--- src/rtl/datapath_regfile.sv ---
// rtl/datapath_regfile.sv - 32x32 register file, R0 zero, load-pending scoreboard with stall
// Optional same-cycle write-to-read forwarding when REGFILE_BYPASS_EN is defined.
module datapath_regfile #(
  parameter int DW   = 32,
  parameter int NREG = 32,
  parameter int AW   = $clog2(NREG),
  parameter int CW   = $clog2(NREG + 1)
) (
  input  logic          clk,
  input  logic          rst_n,
  input  logic [DW-1:0] D_data,
  input  logic [AW-1:0] DA,
  input  logic          RW,
  input  logic [AW-1:0] AA,
  input  logic [AW-1:0] BA,
  output logic [DW-1:0] A_data,
  output logic [DW-1:0] B_data,
  input  logic          ld_issue,
  input  logic [AW-1:0] ld_dest,
  input  logic          ld_done,
  output logic          stall,
  output logic [CW-1:0] pend_cnt
);

  logic [DW-1:0]   regs_q [NREG];
  logic [DW-1:0]   regs_d [NREG];
  logic [NREG-1:0] pend_q;
  logic [NREG-1:0] pend_d;
  logic [CW-1:0]   pend_cnt_q;
  logic [CW-1:0]   pend_cnt_d;

  logic wr_en;
  logic a_hit, b_hit;
  logic a_mask, b_mask;

  assign wr_en = RW && (DA != '0);

  always_comb begin
    regs_d = regs_q;
    if (wr_en) begin
      regs_d[DA] = D_data;
    end
  end

  // Clear is applied before set so a re-issued load to the same register wins.
  always_comb begin
    pend_d = pend_q;
    if (wr_en && ld_done) begin
      pend_d[DA] = 1'b0;
    end
    if (ld_issue && (ld_dest != '0)) begin
      pend_d[ld_dest] = 1'b1;
    end
    pend_d[0] = 1'b0;
  end

  always_comb begin
    pend_cnt_d = '0;
    for (int i = 0; i < NREG; i++) begin
      pend_cnt_d = pend_cnt_d + CW'(pend_d[i]);
    end
  end

  always_ff @(posedge clk or negedge rst_n) begin
    if (!rst_n) begin
      regs_q     <= '{default: '0};
      pend_q     <= '0;
      pend_cnt_q <= '0;
    end else begin
      regs_q     <= regs_d;
      pend_q     <= pend_d;
      pend_cnt_q <= pend_cnt_d;
    end
  end

`ifdef REGFILE_BYPASS_EN
  // rst_n gates forwarding so reads stay zero while reset is held.
  assign a_hit  = rst_n && wr_en && (DA == AA);
  assign b_hit  = rst_n && wr_en && (DA == BA);
  assign a_mask = a_hit && ld_done;
  assign b_mask = b_hit && ld_done;
`else
  assign a_hit  = 1'b0;
  assign b_hit  = 1'b0;
  assign a_mask = 1'b0;
  assign b_mask = 1'b0;
`endif

  assign A_data   = a_hit ? D_data : regs_q[AA];
  assign B_data   = b_hit ? D_data : regs_q[BA];
  assign stall    = (pend_q[AA] && (AA != '0) && !a_mask) ||
                    (pend_q[BA] && (BA != '0) && !b_mask);
  assign pend_cnt = pend_cnt_q;

endmodule

--- config.mk ---
export PLATFORM = sky130hd
export DESIGN_NAME = datapath_regfile
export DESIGN_NICKNAME = d
export VERILOG_FILES = /design/src/rtl/datapath_regfile.sv
export SDC_FILE = /design/constraint.sdc
export NUM_CORES = 2
export LEC_CHECK = 0
export ABC_CLOCK_PERIOD_IN_PS = 6340
export CAP_MARGIN = 20
export CORE_UTILIZATION = 55
export CTS_CLUSTER_SIZE = 24
export DETAILED_ROUTE_END_ITERATION = 12
export DONT_BUFFER_PORTS = 1
export HOLD_SLACK_MARGIN = 0.03
export PLACE_DENSITY_LB_ADDON = 0.05
export SYNTH_ARGS = -nofsm -noshare
export SYNTH_HDL_FRONTEND = slang
export SYNTH_SLANG_ARGS = --single-unit
--- constraint.sdc ---
create_clock -name clk -period 6.34 [get_ports clk]
set_clock_uncertainty 0.05 [all_clocks]
set_input_delay 0.951 -clock clk [delete_from_list [all_inputs] [get_ports clk]]
set_output_delay 0.951 -clock clk [all_outputs]
set_load 0.01 [all_outputs]
Yosys cells after proc, flatten, opt, wreduce, memory -nomap -nowiden
Index checks and enable logic that the tools add are counted.

cells by class
  add/subtract/negate cells = 30
  multiply operators = 0
  divide/modulo/power cells = 0
  order comparisons = 10
  equal/unequal tests = 0
  shift operators = 0
  multiplexer cells = 19
  bitwise logic cells = 6
  reduce and logical (&&, ||, !) cells = 13

operators by type and width
  kind                                                                                 count
  1024-bit bitwise mux                                                                 1
  32-bit binary-select mux with 5-bit select                                           2
  32-bit two-way mux                                                                   7
  32-bit demux with 5-bit select                                                       1
  6-bit by 1-bit adder with 6-bit output                                               25
  32-bit bitwise AND                                                                   1
  32-bit NOT                                                                           1
  32-bit OR                                                                            1
  5-bit by 6-bit less-than comparator with 1-bit output, second input constant         4
  5-bit nonzero test                                                                   4
  6-bit greater-or-equal comparator, second input constant                             3
  5-bit NOT with 6-bit output                                                          3
  1-bit binary-select mux with 5-bit select                                            2
  1-bit demux with 5-bit select                                                        2
  5-bit by 1-bit greater-or-equal comparator with 1-bit output, second input constant  2
  1-bit logical AND                                                                    8
  5-bit by 1-bit adder with 6-bit output                                               1
  6-bit by 1-bit less-than comparator with 1-bit output, second input constant         1
  4-bit by 1-bit adder with 5-bit output                                               1
  3-bit by 1-bit adder with 4-bit output                                               1
  1-bit two-way mux                                                                    4
  2-bit by 1-bit adder with 3-bit output                                               1
  1-bit by 1-bit adder with 2-bit output                                               1
  1-bit logical OR                                                                     1

storage, ports and cells
  bits in registers = 1061
  bits in latches = 0
  memory bits (writable) = 0
  memory bits (read-only) = 0
  input port bits = 57
  word-level logic and storage cells = 112
  memories = 0

Logic depth before layout (Yosys ltp)
  depth after elaboration = 39
  gate-level depth with buffers = 24

Least setup slack after synthesis
Ideal clock, no wire load.

  path type = input-to-reg
  start = in DA[0]
  end = reg pend_cnt_q[4], in the netlist pend_cnt[4]
  arrival = 6.524 ns
  data required time = 6.210 ns
  slack = -0.314 ns
  cell stages on the path = 23
  buffers on the path = 3
  cell sequence = clkbuf_1 > or2_2 > clkbuf_1 > nor2_1 > buf_2 > nand2_1 > a22oi_1 > fa_1 > fa_1 > fa_1 > inv_1 > fa_1 > inv_1 > fa_1 > fa_1 > inv_1 > fa_1 > inv_1 > fa_1 > inv_1 > a21o_1 > a21oi_1 > xnor2_1

on the way
  cells in the longest elaborated chain, start to end = 39
  elaborated cells between the ends (all ways) = 43
  classes of those cells = add/sub: 30; order compare: 2; mux: 4; bitwise: 3; reduce/logical: 4

RTL lines
  element                                                                                                                                                      line  source
  start, declared                                                                                                                                              12    input logic [AW-1:0] DA,
  5-bit by 6-bit less-than comparator with 1-bit output (not written as such) or 5-bit by 1-bit greater-or-equal comparator with 1-bit output (tied branches)  49    pend_d[DA] = 1'b0;
  1-bit logical AND (not written as such)                                                                                                                      49
  1-bit two-way mux (not written as such)                                                                                                                      49
  1-bit demux with 5-bit select                                                                                                                                49
  32-bit NOT (no line)                                                                                                                                         -
  32-bit bitwise AND (no line)                                                                                                                                 -
  32-bit two-way mux (*)                                                                                                                                       48    if (wr_en && ld_done) begin
  32-bit OR (no line)                                                                                                                                          -
  32-bit two-way mux (*)                                                                                                                                       51    if (ld_issue && (ld_dest != '0)) begin
  1-bit by 1-bit adder with 2-bit output                                                                                                                       60    pend_cnt_d = pend_cnt_d + CW'(pend_d[i]);
  2-bit by 1-bit adder with 3-bit output                                                                                                                       60
  3-bit by 1-bit adder with 4-bit output                                                                                                                       60
  4-bit by 1-bit adder with 5-bit output                                                                                                                       60
  5-bit by 1-bit adder with 6-bit output                                                                                                                       60
  6-bit by 1-bit adder with 6-bit output (24 in series)                                                                                                        60
  6-bit by 1-bit adder with 6-bit output (*)                                                                                                                   60
  via pend_cnt_d[4]                                                                                                                                            30    logic [CW-1:0] pend_cnt_d;
  end signal, assigned                                                                                                                                         72    pend_cnt_q <= pend_cnt_d;
  end, declared                                                                                                                                                29    logic [CW-1:0] pend_cnt_q;

The timed path passes the listed nets; every way through them passes the cells marked *.
A chain may end at the register's enable or synchronous reset.

Worst setup path after layout
  start = in DA[3]
  end = reg pend_cnt_q[4], in the netlist pend_cnt[4]

Same word-level chain as after synthesis.

==> results.json <==
{
  "synth_cell_type_count": 46,
  "path_common_cell": "fa_1",
  "postCtsSetupBuffers": 0,
  "max_stage_delay_ps": 540,
  "fillers": 7574,
  "numPlacedInstances": 4622,
  "synth_edf_count": 0,
  "io_pins": 128,
  "clkTransAtPathRegs_ps": 60,
  "vias": 34054,
  "grt_pass1_wl_mm": 248,
  "timing.setup.tns_ps": 0,
  "max_slew_margin": -2.64,
  "crit_chain": "nor2b_1 -> nand3_2 -> nor2_4 -> nand2_1 -> a22oi_1 -> fa_1 -> fa_1 -> fa_1 -> inv_1 -> fa_1 -> inv_1 -> fa_1 -> fa_1 -> inv_1 -> fa_2 -> inv_2 -> fa_2 -> inv_1 -> a21o_1 -> a21oi_2 -> xnor2_1",
  "synth-seq-cells": 1061,
  "drv_slew": 1002,
  "clk_latency_ps": 690,
  "finalHoldViolCount": 49,
  "crit_fanout": 5,
  "viasPerCell": 7.04,
  "wirelength_mm": 169,
  "synth_area_leaders": "dfrtp_1, mux4_2, mux2_2",
  "avgRoutedWirePerCell_um": 34.8,
  "ant_nets": 0,
  "start_util": 0.554,
  "die_width_um": 322,
  "cp-start-kind": "primary input",
  "drt_first_pass_iters": 7,
  "cap_violations": 0,
  "synth_top_area_frac": 0.471,
  "grt_pass1_vias": 36446,
  "cts_tree": "done",
  "synth_nets": 3691,
  "cts_root_buf": "clkbuf_16",
  "ir_drop_mv": 2.30,
  "cts_sinks": 1061,
  "die_area_sq_mm": 0.104,
  "synth_cells": 3604,
  "design.final.nets": 3460,
  "tightest_slew_ps": 5450,
  "crit_type": "primary input to register",
  "clockBufferDepth": 3,
  "hold_path_class": "primary input to asynchronous set/reset pin",
  "cp-endpoint": "pend_cnt[4]$_DFF_PN0_",
  "die_h_um": 322,
  "grt_max_degree": 1062,
  "synth_area_sq_mm": 0.0564,
  "synthToLayoutAreaGrowth_pct": 8.16,
  "fin_crit_sh": 0.893,
  "num_antenna_cells": 0,
  "seq_area_frac_synth": 0.471,
  "r2r-end": "pend_cnt[4]$_DFF_PN0_",
  "period_needed_ps": 5660,
  "holdWs_ps": -86.3,
  "synthArstFlopShare": 1.00,
  "powerDensity_mw_per_mm2": 360,
  "cts.repair.resized": 0,
  "port_buffers": 0,
  "reg2regPathDepth": 20,
  "grt.total_usage": 0.332,
  "crit_path_start": "DA[3]",
  "max_freq_mhz": 177,
  "critPathArrivalTime_ps": 6220,
  "dominantRegCellSynth": "dfrtp_1",
  "antenna_found_initial": 0,
  "dp.final_hpwl_mm": 80.3,
  "drc": 0,
  "final_core_util": 0.599,
  "avgSynthCellArea_sq_um": 15.6,
  "synth_largest_area_cell": "dfrtp_1",
  "r2r_start": "pend_q[20]$_DFF_PN0_",
  "slowest_stage": "fa_1",
  "outcome": "complete, but fails checks",
  "overflow": 0,
  "violations": "hold timing, slew limit",
  "cts_made_buffers": 117,
  "htree_levels": 3,
  "ys_warn_count": 0,
  "rsz0062_at_grt": "no",
  "setup_viol": 0,
  "core_sq_mm": 0.102,
  "drive_gt1_frac": 0.534,
  "dr.first_iter.drc_count": 3265,
  "gp_congestion": 0.897,
  "fin_cells": 4839,
  "worstSetupEndpointType": "register",
  "p_leak_uw": 0.0262,
  "cp.required_ps": 6900,
  "rrSetupSlack_ps": 1030,
  "rows": 117
}
==> through the flow <==
step	cell area [sq um]	hold WS, ps	setup slack (ps)	total power, uW
6_report	61000	-86.3	680	22000
5_1_grt	61000	-121	470	23100
4_1_cts	61000	-116	703	22100
3_5_place_dp	57000	334	-18.4	15200
3_3_place_gp	57000	326	-32.6	14800
2_1_floorplan	56500	391	14.7	14000
==> area by class of cell <==
type / instances / area (sq um) / area share
inverter: 27 / 101 / 0.00166
multi-input combinational: 2103 / 28200 / 0.462
tap: 1368 / 1710 / 0.0281
clock buffer: 185 / 3640 / 0.0598
clock inverter: 32 / 312 / 0.00511
sequential: 1061 / 26600 / 0.436
timing repair buffer: 63 / 473 / 0.00776
==> worst min path at each step <==
stage | from | endpoint | cells past startpoint
after detailed placement | regs_q[1023]$_DFFE_PN0P_ | regs_q[1023]$_DFFE_PN0P_ | 0
after CTS | rst_n | regs_q[230]$_DFFE_PN0P_ | 0
after global placement | regs_q[1021]$_DFFE_PN0P_ | regs_q[1021]$_DFFE_PN0P_ | 0
after floorplan | regs_q[1000]$_DFFE_PN0P_ | regs_q[1000]$_DFFE_PN0P_ | 1
final | rst_n | regs_q[230]$_DFFE_PN0P_ | 0
after global routing | rst_n | regs_q[358]$_DFFE_PN0P_ | 0
==> metal layers <==
layer | part of all wire | wire [um] | up-vias | GRT usage
met5 | 0 | 0 | - | 0
met3 | 0.075 | 12600 | 321 | 0.0670
met4 | 0.035 | 5880 | 0 | 0.117
met2 | 0.48 | 81400 | 1287 | 0.527
li1 | - | - | 13444 | -
met1 | 0.41 | 68700 | 19002 | 0.458
==> state kept, by name (all words and copies together), names as in the netlist <==
register / count
regs_q: 1024
pend_cnt: 6
pend_q: 31
==> placed cells by master, fill, tap and decap left out, types with 35 or more instances in the layout <==
cell       instances
dfrtp_1         1061
mux2_2           994
mux4_2           555
mux2i_1          137
clkbuf_16        118
o22ai_1           64
buf_4             63
nand2_1           49
clkbuf_8          44
nor2_1            42
a21oi_1           35
==> cells by family (layout without fill, tap and decap cells) <==
kind of cell,count (synthesis),count (layout),synth area share
DFF,1061,1061,0.471
adders and majority gates,30,30,0.00972
and+or+nand+nor,166,166,0.0131
xor gates and xnor gates,3,3,0.000466
buffers and inverters,440,307,0.0336
AOI/OAI and AO/OA,218,218,0.0274
muxes,1686,1686,0.445
==> critical path: cells and delay by family <==
kind | cells | cell delay [ps]
AND/OR/NAND/NOR | 4 | 680
adder cells (fa/ha/maj) | 8 | 3640
XOR/XNOR | 1 | 130
buffers and inverters | 5 | 280
AO/OA/AOI/OAI | 3 | 530
==> synthesized netlist by cell type, drive strengths merged (31+ instances only) <==
cell type and count:
nand2 56, clkbuf 227, mux4 555, buf 186, mux2 994, dfrtp 1061
a21oi 36, mux2i 137, nor2 63, a221oi 31, a211o 32, o22ai 64
==> report_power, final <==
group | internal, uW | total (uW) | switching (uW)
Clock | 4120 | 6970 | 2860
Combinational | 3530 | 5860 | 2340
Sequential | 8160 | 9130 | 971
Total | 15800 | 22000 | 6160
(Power assumes the default switching activity.)
